[src/rtl/alu_arbiter.sv]
// Round-robin arbiter sharing one external combinational ALU between NREQ
// requesters. One operation in flight; operands, result and flags registered.
module alu_arbiter #(
   parameter int BUS  = 8,
   parameter int NREQ = 2
) (
   input  logic              clk_i,
   input  logic              rst_i,
   input  logic [NREQ-1:0]     req_valid_i,
   output logic [NREQ-1:0]     req_ready_o,
   input  logic [NREQ*BUS-1:0] req_a_i,
   input  logic [NREQ*BUS-1:0] req_b_i,
   input  logic [NREQ*3-1:0]   req_op_i,
   output logic [NREQ-1:0]     rsp_valid_o,
   input  logic [NREQ-1:0]     rsp_ready_i,
   output logic [BUS-1:0]      rsp_result_o,
   output logic [3:0]          rsp_flags_o,
   output logic [BUS-1:0]      alu_a_o,
   output logic [BUS-1:0]      alu_b_o,
   output logic [2:0]          alu_op_o,
   input  logic [BUS-1:0]      alu_result_i,
   input  logic [3:0]          alu_flags_i,
   output logic [1:0]          grant_o,
   output logic                busy_o
);

   localparam int IW = (NREQ > 1) ? $clog2(NREQ) : 1;

   typedef enum logic [1:0] {IDLE, EXEC, RESP} state_t;

   state_t          state_reg, state_next;
   logic [IW-1:0]   rr_ptr_reg;
   logic [IW-1:0]   grant_reg;
   logic [IW-1:0]   pick;
   logic            any_valid;
   logic            accept;
   logic            rsp_done;
   logic [BUS-1:0]  a_reg, b_reg, result_reg;
   logic [2:0]      op_reg;
   logic [3:0]      flags_reg;

   logic [BUS-1:0]  a_arr  [NREQ];
   logic [BUS-1:0]  b_arr  [NREQ];
   logic [2:0]      op_arr [NREQ];

   // Unpack the per-requester command buses and build the one-hot handshakes.
   generate
      for (genvar gi = 0; gi < NREQ; gi++) begin : g_req
         assign a_arr[gi]       = req_a_i[gi*BUS +: BUS];
         assign b_arr[gi]       = req_b_i[gi*BUS +: BUS];
         assign op_arr[gi]      = req_op_i[gi*3 +: 3];
         assign req_ready_o[gi] = accept && (pick == IW'(gi));
         assign rsp_valid_o[gi] = (state_reg == RESP) && (grant_reg == IW'(gi));
      end
   endgenerate

   // Round-robin pick: first pass looks at indices at or above the pointer,
   // second pass wraps around to the lower indices.
   always_comb begin
      any_valid = 1'b0;
      pick      = '0;
      for (int j = 0; j < NREQ; j++) begin
         if (!any_valid && req_valid_i[j] && (IW'(j) >= rr_ptr_reg)) begin
            any_valid = 1'b1;
            pick      = IW'(j);
         end
      end
      for (int j = 0; j < NREQ; j++) begin
         if (!any_valid && req_valid_i[j]) begin
            any_valid = 1'b1;
            pick      = IW'(j);
         end
      end
   end

   // Accept is gated by reset so no ready pulse escapes while reset is held.
   assign accept   = (state_reg == IDLE) && any_valid && !rst_i;
   assign rsp_done = (state_reg == RESP) && rsp_ready_i[grant_reg];

   // Next-state logic for the IDLE -> EXEC -> RESP -> IDLE sequence.
   always_comb begin
      state_next = state_reg;
      case (state_reg)
         IDLE:    if (accept) state_next = EXEC;
         EXEC:    state_next = RESP;
         RESP:    if (rsp_done) state_next = IDLE;
         default: state_next = IDLE;
      endcase
   end

   // State register.
   always_ff @(posedge clk_i or posedge rst_i) begin
      if (rst_i) state_reg <= IDLE;
      else       state_reg <= state_next;
   end

   // Datapath: operand latch on accept, ALU capture in EXEC, pointer advance on response.
   always_ff @(posedge clk_i or posedge rst_i) begin
      if (rst_i) begin
         rr_ptr_reg <= '0;
         grant_reg  <= '0;
         a_reg      <= '0;
         b_reg      <= '0;
         op_reg     <= '0;
         result_reg <= '0;
         flags_reg  <= '0;
      end else begin
         if (accept) begin
            a_reg     <= a_arr[pick];
            b_reg     <= b_arr[pick];
            op_reg    <= op_arr[pick];
            grant_reg <= pick;
         end
         if (state_reg == EXEC) begin
            result_reg <= alu_result_i;
            flags_reg  <= alu_flags_i;
         end
         if (rsp_done) begin
            rr_ptr_reg <= (grant_reg == IW'(NREQ-1)) ? '0 : grant_reg + IW'(1);
         end
      end
   end

   assign alu_a_o      = a_reg;
   assign alu_b_o      = b_reg;
   assign alu_op_o     = op_reg;
   assign rsp_result_o = result_reg;
   assign rsp_flags_o  = flags_reg;
   assign grant_o      = 2'(grant_reg);
   assign busy_o       = (state_reg != IDLE);

endmodule

[config.mk]
export PLATFORM = sky130hd
export DESIGN_NAME = alu_arbiter
export DESIGN_NICKNAME = d
export VERILOG_FILES = /design/src/rtl/alu_arbiter.sv
export SDC_FILE = /design/constraint.sdc
export NUM_CORES = 1
export LEC_CHECK = 0
export ABC_AREA = 1
export CORE_ASPECT_RATIO = 0.75
export CORE_MARGIN = 2
export CORE_UTILIZATION = 43
export CTS_BUF_LIST = sky130_fd_sc_hd__clkbuf_4 sky130_fd_sc_hd__clkbuf_8
export DETAILED_ROUTE_END_ITERATION = 10
export PLACE_DENSITY = 0.92
export REMOVE_ABC_BUFFERS = 1
export SLEW_MARGIN = 10
export SYNTH_ARGS = -nofsm -noshare
export SYNTH_HDL_FRONTEND = slang
export SYNTH_SLANG_ARGS = --single-unit
[constraint.sdc]
create_clock -name clk_i -period 3.72 [get_ports clk_i]
set_input_delay 1.116 -clock clk_i [delete_from_list [all_inputs] [get_ports clk_i]]
set_output_delay 1.116 -clock clk_i [all_outputs]
set_load 0.01 [all_outputs]
Word-level counts from Yosys, hierarchy flattened --
Index checks and enable logic that the tools add are counted.
Word-level totals: flip-flop bits (word level) 35, input port bits 56, output and inout bits 38, logic and storage cells 61
Operators by class: add/subtract/negate cells 1, $lt $le $gt $ge 4, eq/ne operators 4, multiplexer cells 22, bitwise operators 3, reduce and logical (&&, ||, !) cells 19
Operator list (count):
- two-way mux 8 bit | 6
- logical AND 1 bit | 12
- two-way mux 1 bit | 10
- two-way mux 3 bit | 3
- one-hot mux 2 bit (3 select lines) | 1
- logical NOT 1 bit | 4
- two-way mux 2 bit | 2
- inequality test 2 bit, second input constant | 2
- == test 2 x 1 -> 1 bit, second input constant | 1
- == test 2 bit, second input constant | 1
- >= comparator 1 bit, first input constant | 2
- >= comparator 2 bit, second input constant | 1
- logical NOT 2 bit | 1
- < comparator 1 x 2 -> 1 bit, second input constant | 1
- NOT 1 bit | 2
- NOT 1 -> 2 bit | 1
- AND reduction 2 bit | 1
- nonzero test 2 bit | 1
- adder 1 bit, second input constant | 1

Logic depth before layout (Yosys ltp) --
depth in word-level cells 17, mapped depth 8, depth with buffers taken out 7

Worst setup path after synthesis --
Ideal clock, no wire load.
kind input to output, from input port rst_i, to output port req_ready_o[0], arrival 2.037 ns, data required time 2.604 ns, path slack 0.567 ns, stages on the path 4, buffers on the path 1, cell sequence inv_2 -> nand2_1 -> buf_4 -> nor2_1
Between the ends: word-level cells in the longest chain between the ends 3
Ends and longest elaborated chain:
- from (decl) | RTL line 8 | input logic rst_i,
- logical NOT 1 bit (no source line)
- logical AND 1 bit | RTL line 77 | assign accept = (state_reg == IDLE) && any_valid && !rst_i;
- logical AND 1 bit | RTL line 52 | assign req_ready_o[gi] = accept && (pick == IW'(gi));
- to (decl) | RTL line 10 | output logic [NREQ-1:0] req_ready_o,
No other way between the ends.

Final worst setup path --
from input port req_valid_i[1], to output port req_ready_o[1]
Between the ends: word-level cells in the longest chain between the ends 12, elaborated cells between the ends (all ways) 15, those cells by class mux: 6; reduce/logical: 9
Ends and longest elaborated chain:
- from (decl) | RTL line 9 | input logic [NREQ-1:0] req_valid_i,
- logical AND 1 bit (2 in a row) | RTL line 63 | if (!any_valid && req_valid_i[j] && (IW'(j) >= rr_ptr_reg)) begin
- two-way mux 1 bit | RTL line 63
- logical NOT 1 bit | RTL line 69 | if (!any_valid && req_valid_i[j]) begin
- logical AND 1 bit | RTL line 69
- two-way mux 1 bit | RTL line 69
- logical NOT 1 bit | RTL line 69
- logical AND 1 bit | RTL line 69
- two-way mux 1 bit | RTL line 69
- logical AND 1 bit (2 in a row) | RTL line 77
- logical AND 1 bit * | RTL line 52
Every way passes the cells marked *; elsewhere a longest branch is shown, timed or not.

==> key figures <==
Worst setup path
  – Top delay family on crit path: buffers and inverters
  – CP Launch Type: input port
  – Crit-path cells: clkdlybuf4s50_1 > nand2_1 > nor2_1 > clkdlybuf4s50_1
  – Crit. End Element: primary output
  – FF-to-FF setup slack: about 1.9 ns
  – Buf+Inv Stages, Crit Path: 2
  – Crit path max-delay cell type: clkdlybuf4s50_1
  – Max stage delay on crit path: 0.56 ns
  – Crit Path Max Fanout: 4
  – Crit path kind: input port to primary output
  – Arrival @ worst endpoint: 2.54 ns
  – Top cell by count, worst path: clkdlybuf4s50_1
  – Req. time, crit path: 2.60 ns

Floorplan
  – Die Y: approximately 59 um
  – Die W: 76.91 um
  – Core area: 0.003732 mm^2
  – Row count: 19
  – Die area: around 0.0045 mm^2
  – Num ports: 94
  – Initial Util: 45.93%

Power
  – Leakage: 1.398 nW
  – Combinational share of power: 48.7%
  – Switching share of total power: 36.46%
  – Pwr Total: 1.814 mW
  – Worst vdd ir: around 0.5 mV
  – P_sw: 0.6613 mW
  – Power Density: between 600 and 700 mW/mm^2
  – Clk pwr share: 14.7%
  – Reg power frac: 36.5%
  – Int Pwr: 1.153 mW

Synthesis
  – Post-Synth XOR/XNOR Area: 0%
  – Mapped cell area: 0.001714 mm^2
  – Largest family of logic cells by synthesized area: simple AND/OR/NAND/NOR gates
  – Synth top area cells: dfrtp_1 (51%), nand2_1 (28%), nand3_1 (9.1%), buf_4 (3.5%), buf_2 (1.5%)
  – Ys flop type: dfrtp_1
  – Syn_area_per_cell: 7.453 um^2
  – Multiplexer area fraction after synthesis: 0%
  – Synth Area in Compound Gates: 1.168%
  – Top cell type by total area after synthesis: dfrtp_1
  – Adder-cell share of the synthesized area: 0%
  – Ys async rst share: 100.0%
  – Unique cell type count in the Yosys netlist: 15
  – Number of flops mapped to enable cells by yosys: 0
  – Flops & latches, synth: 35
  – Yosys Warn Count: 0
  – Register area share after synthesis: 51.09%
  – Synth Area in Simple Gates: 39.71%
  – Syn Inst Count: 230
  – Post-synth top area share: 51.09%

Timing
  – Setup_tns: 0 ns
  – Final Setup Violations: 0
  – Least-Margin Pin Slew: about 0.85 ns
  – Minimum clock period: 3.660 ns
  – Final hold viol count: 0
  – Min Hold Slack: ~0.48 ns
  – Fin crit share: 98.39%
  – Clock skew: 0.01109 ns
  – Unrepaired setup endpoints after global routing: false
  – Worst Slack Setup Final: 0.05976 ns
  – F_max: around 0.27 GHz
  – Max_slew headroom: 43.34%
  – Final Max Slew Viols: 0

GRT
  – Most Crowded Layer GR: met2
  – First-pass GRT wire length: just under 8000 um
  – Met2 Track Usage GR: between 30% and 40%
  – Largest net degree at the start of global routing: 22
  – GRT met3 Usage: 5.828%
  – Vias in the first global route: 1,669
  – GRT Overall Usage: 22.24%
  – M1 GR Usage: 29.20%
  – Initial antenna violation count: 0
  – Remaining Overflow, GRT: 0

Clock tree
  – CTS tree: done
  – Clk slew on worst S/H paths: 0.06 ns
  – H-Tree Depth: 2
  – Clock sinks: 35
  – Post-cts resize count: 0
  – Longest Clk Path Bufs: 2
  – Clock root cell: clkbuf_8
  – Total CTS buffers: 5
  – # Post-CTS Setup Buffers: 0
  – CTS Hold Buffers Added: 0
  – Clk_lat worst skew: 0.29 ns

Route
  – Initial DRC count: 157
  – Mean number of vias per cell: 4.759
  – Routed wire per std cell: 12.81 um
  – Post-route ant nets: 0
  – Routed wire length: between 4000 and 5000 um
  – 1st-pass router iterations: 4
  – Residual DRC: 0
  – Vias post-DR: 1,794

Placed design
  – Dpl cell area: 0.002668 mm^2
  – Placed insts: 369
  – Final HPWL DP: 3608 um
  – Place WS: 0.02875 ns
  – Gpl congestion: approximately 0.76
  – Port-buffer cells: ~90

Min path
  – Worst hold path type: flop to flop

Outcome
  – Status: complete, no violations

Layout
  – NumNets Final: 380
  – Final Util: 73.92%
  – Layout cells sized above 1: 7.385%
  – Final instance area: approximately 0.0028 mm^2
  – Finished Layout Cells: 377
  – Antenna diode count: 0
  – Area grow syn2layout: 60.95%

Run
  – Max-cap violations: 0
==> tightest hold or removal path: cells and delay by family, from the launching register on <==
| kind | cells | cell delay (ns) |
|---|---|---|
| DFF | 1 | 0.34 |
| and+or+nand+nor | 2 | 0.10 |
==> cell families after synthesis <==
logic type / after synthesis
buffers and inverters: 22
and+or+nand+nor: 168
AOI/OAI and AO/OA: 4
DFF: 35
other: 1
==> worst paths after layout <==
path	from	to	cells after the start
max in group asynchronous	rst_i	rsp_result_o[5]$_DFFE_PP0N_	3
min in group asynchronous	rst_i	alu_b_o[0]$_DFFE_PP0N_	3
max reg2reg	state_reg[0]$_DFFE_PP0P_	alu_op_o[1]$_DFFE_PP0N_	5
min reg2reg	rsp_result_o[5]$_DFFE_PP0N_	rsp_result_o[5]$_DFFE_PP0N_	2
min	rsp_result_o[5]$_DFFE_PP0N_	rsp_result_o[5]$_DFFE_PP0N_	2
max	req_valid_i[1]	req_ready_o[1]	4
==> placed cells by master, fill, tap and decap left out, types with 2 or more instances in the layout <==
cell type / instances
buf_4: 10
clkbuf_8: 5
clkdlybuf4s50_1: 91
clkinvlp_4: 2
dfrtp_1: 35
inv_1: 4
inv_2: 3
nand2_1: 128
nand3_1: 31
nor2_1: 6
o21ai_0: 3
==> layout make-up <==
cell class | count | area (um^2)
clock buffers | 5 | 68.82
clock inverters | 3 | 20.02
fillers | 302 | 973.4
inverters | 7 | 26.28
multi-input cells | 173 | 704.4
flip-flops and latches | 35 | 875.8
well taps | 52 | 65.06
repair buffers | 102 | 998.5
==> power groups by stage <==
stage	clock, mW	combinational, mW	sequential [mW]
floorplan	0	0.290	0.733
global placement	0	0.862	0.661
detailed placement	0	0.889	0.664
CTS	0.272	0.893	0.663
global route	0.289	0.963	0.685
finish	0.267	0.884	0.663
==> synthesized netlist by cell type, types with 2 or more instances <==
cell and number:
buf_2 5, nand2_1 128, buf_4 8, dfrtp_1 35, nand3_1 31, buf_6 2, nor2_1 6, o21ai_0 3
inv_1 4, inv_2 3
==> layer usage <==
layer	wire, um	part of all wire, %
met3	387	8.0
met5	0	0
met1	2110	44
met2	2257	47
met4	74	1.5
No activity file was read; power rests on OpenSTA's default activity.
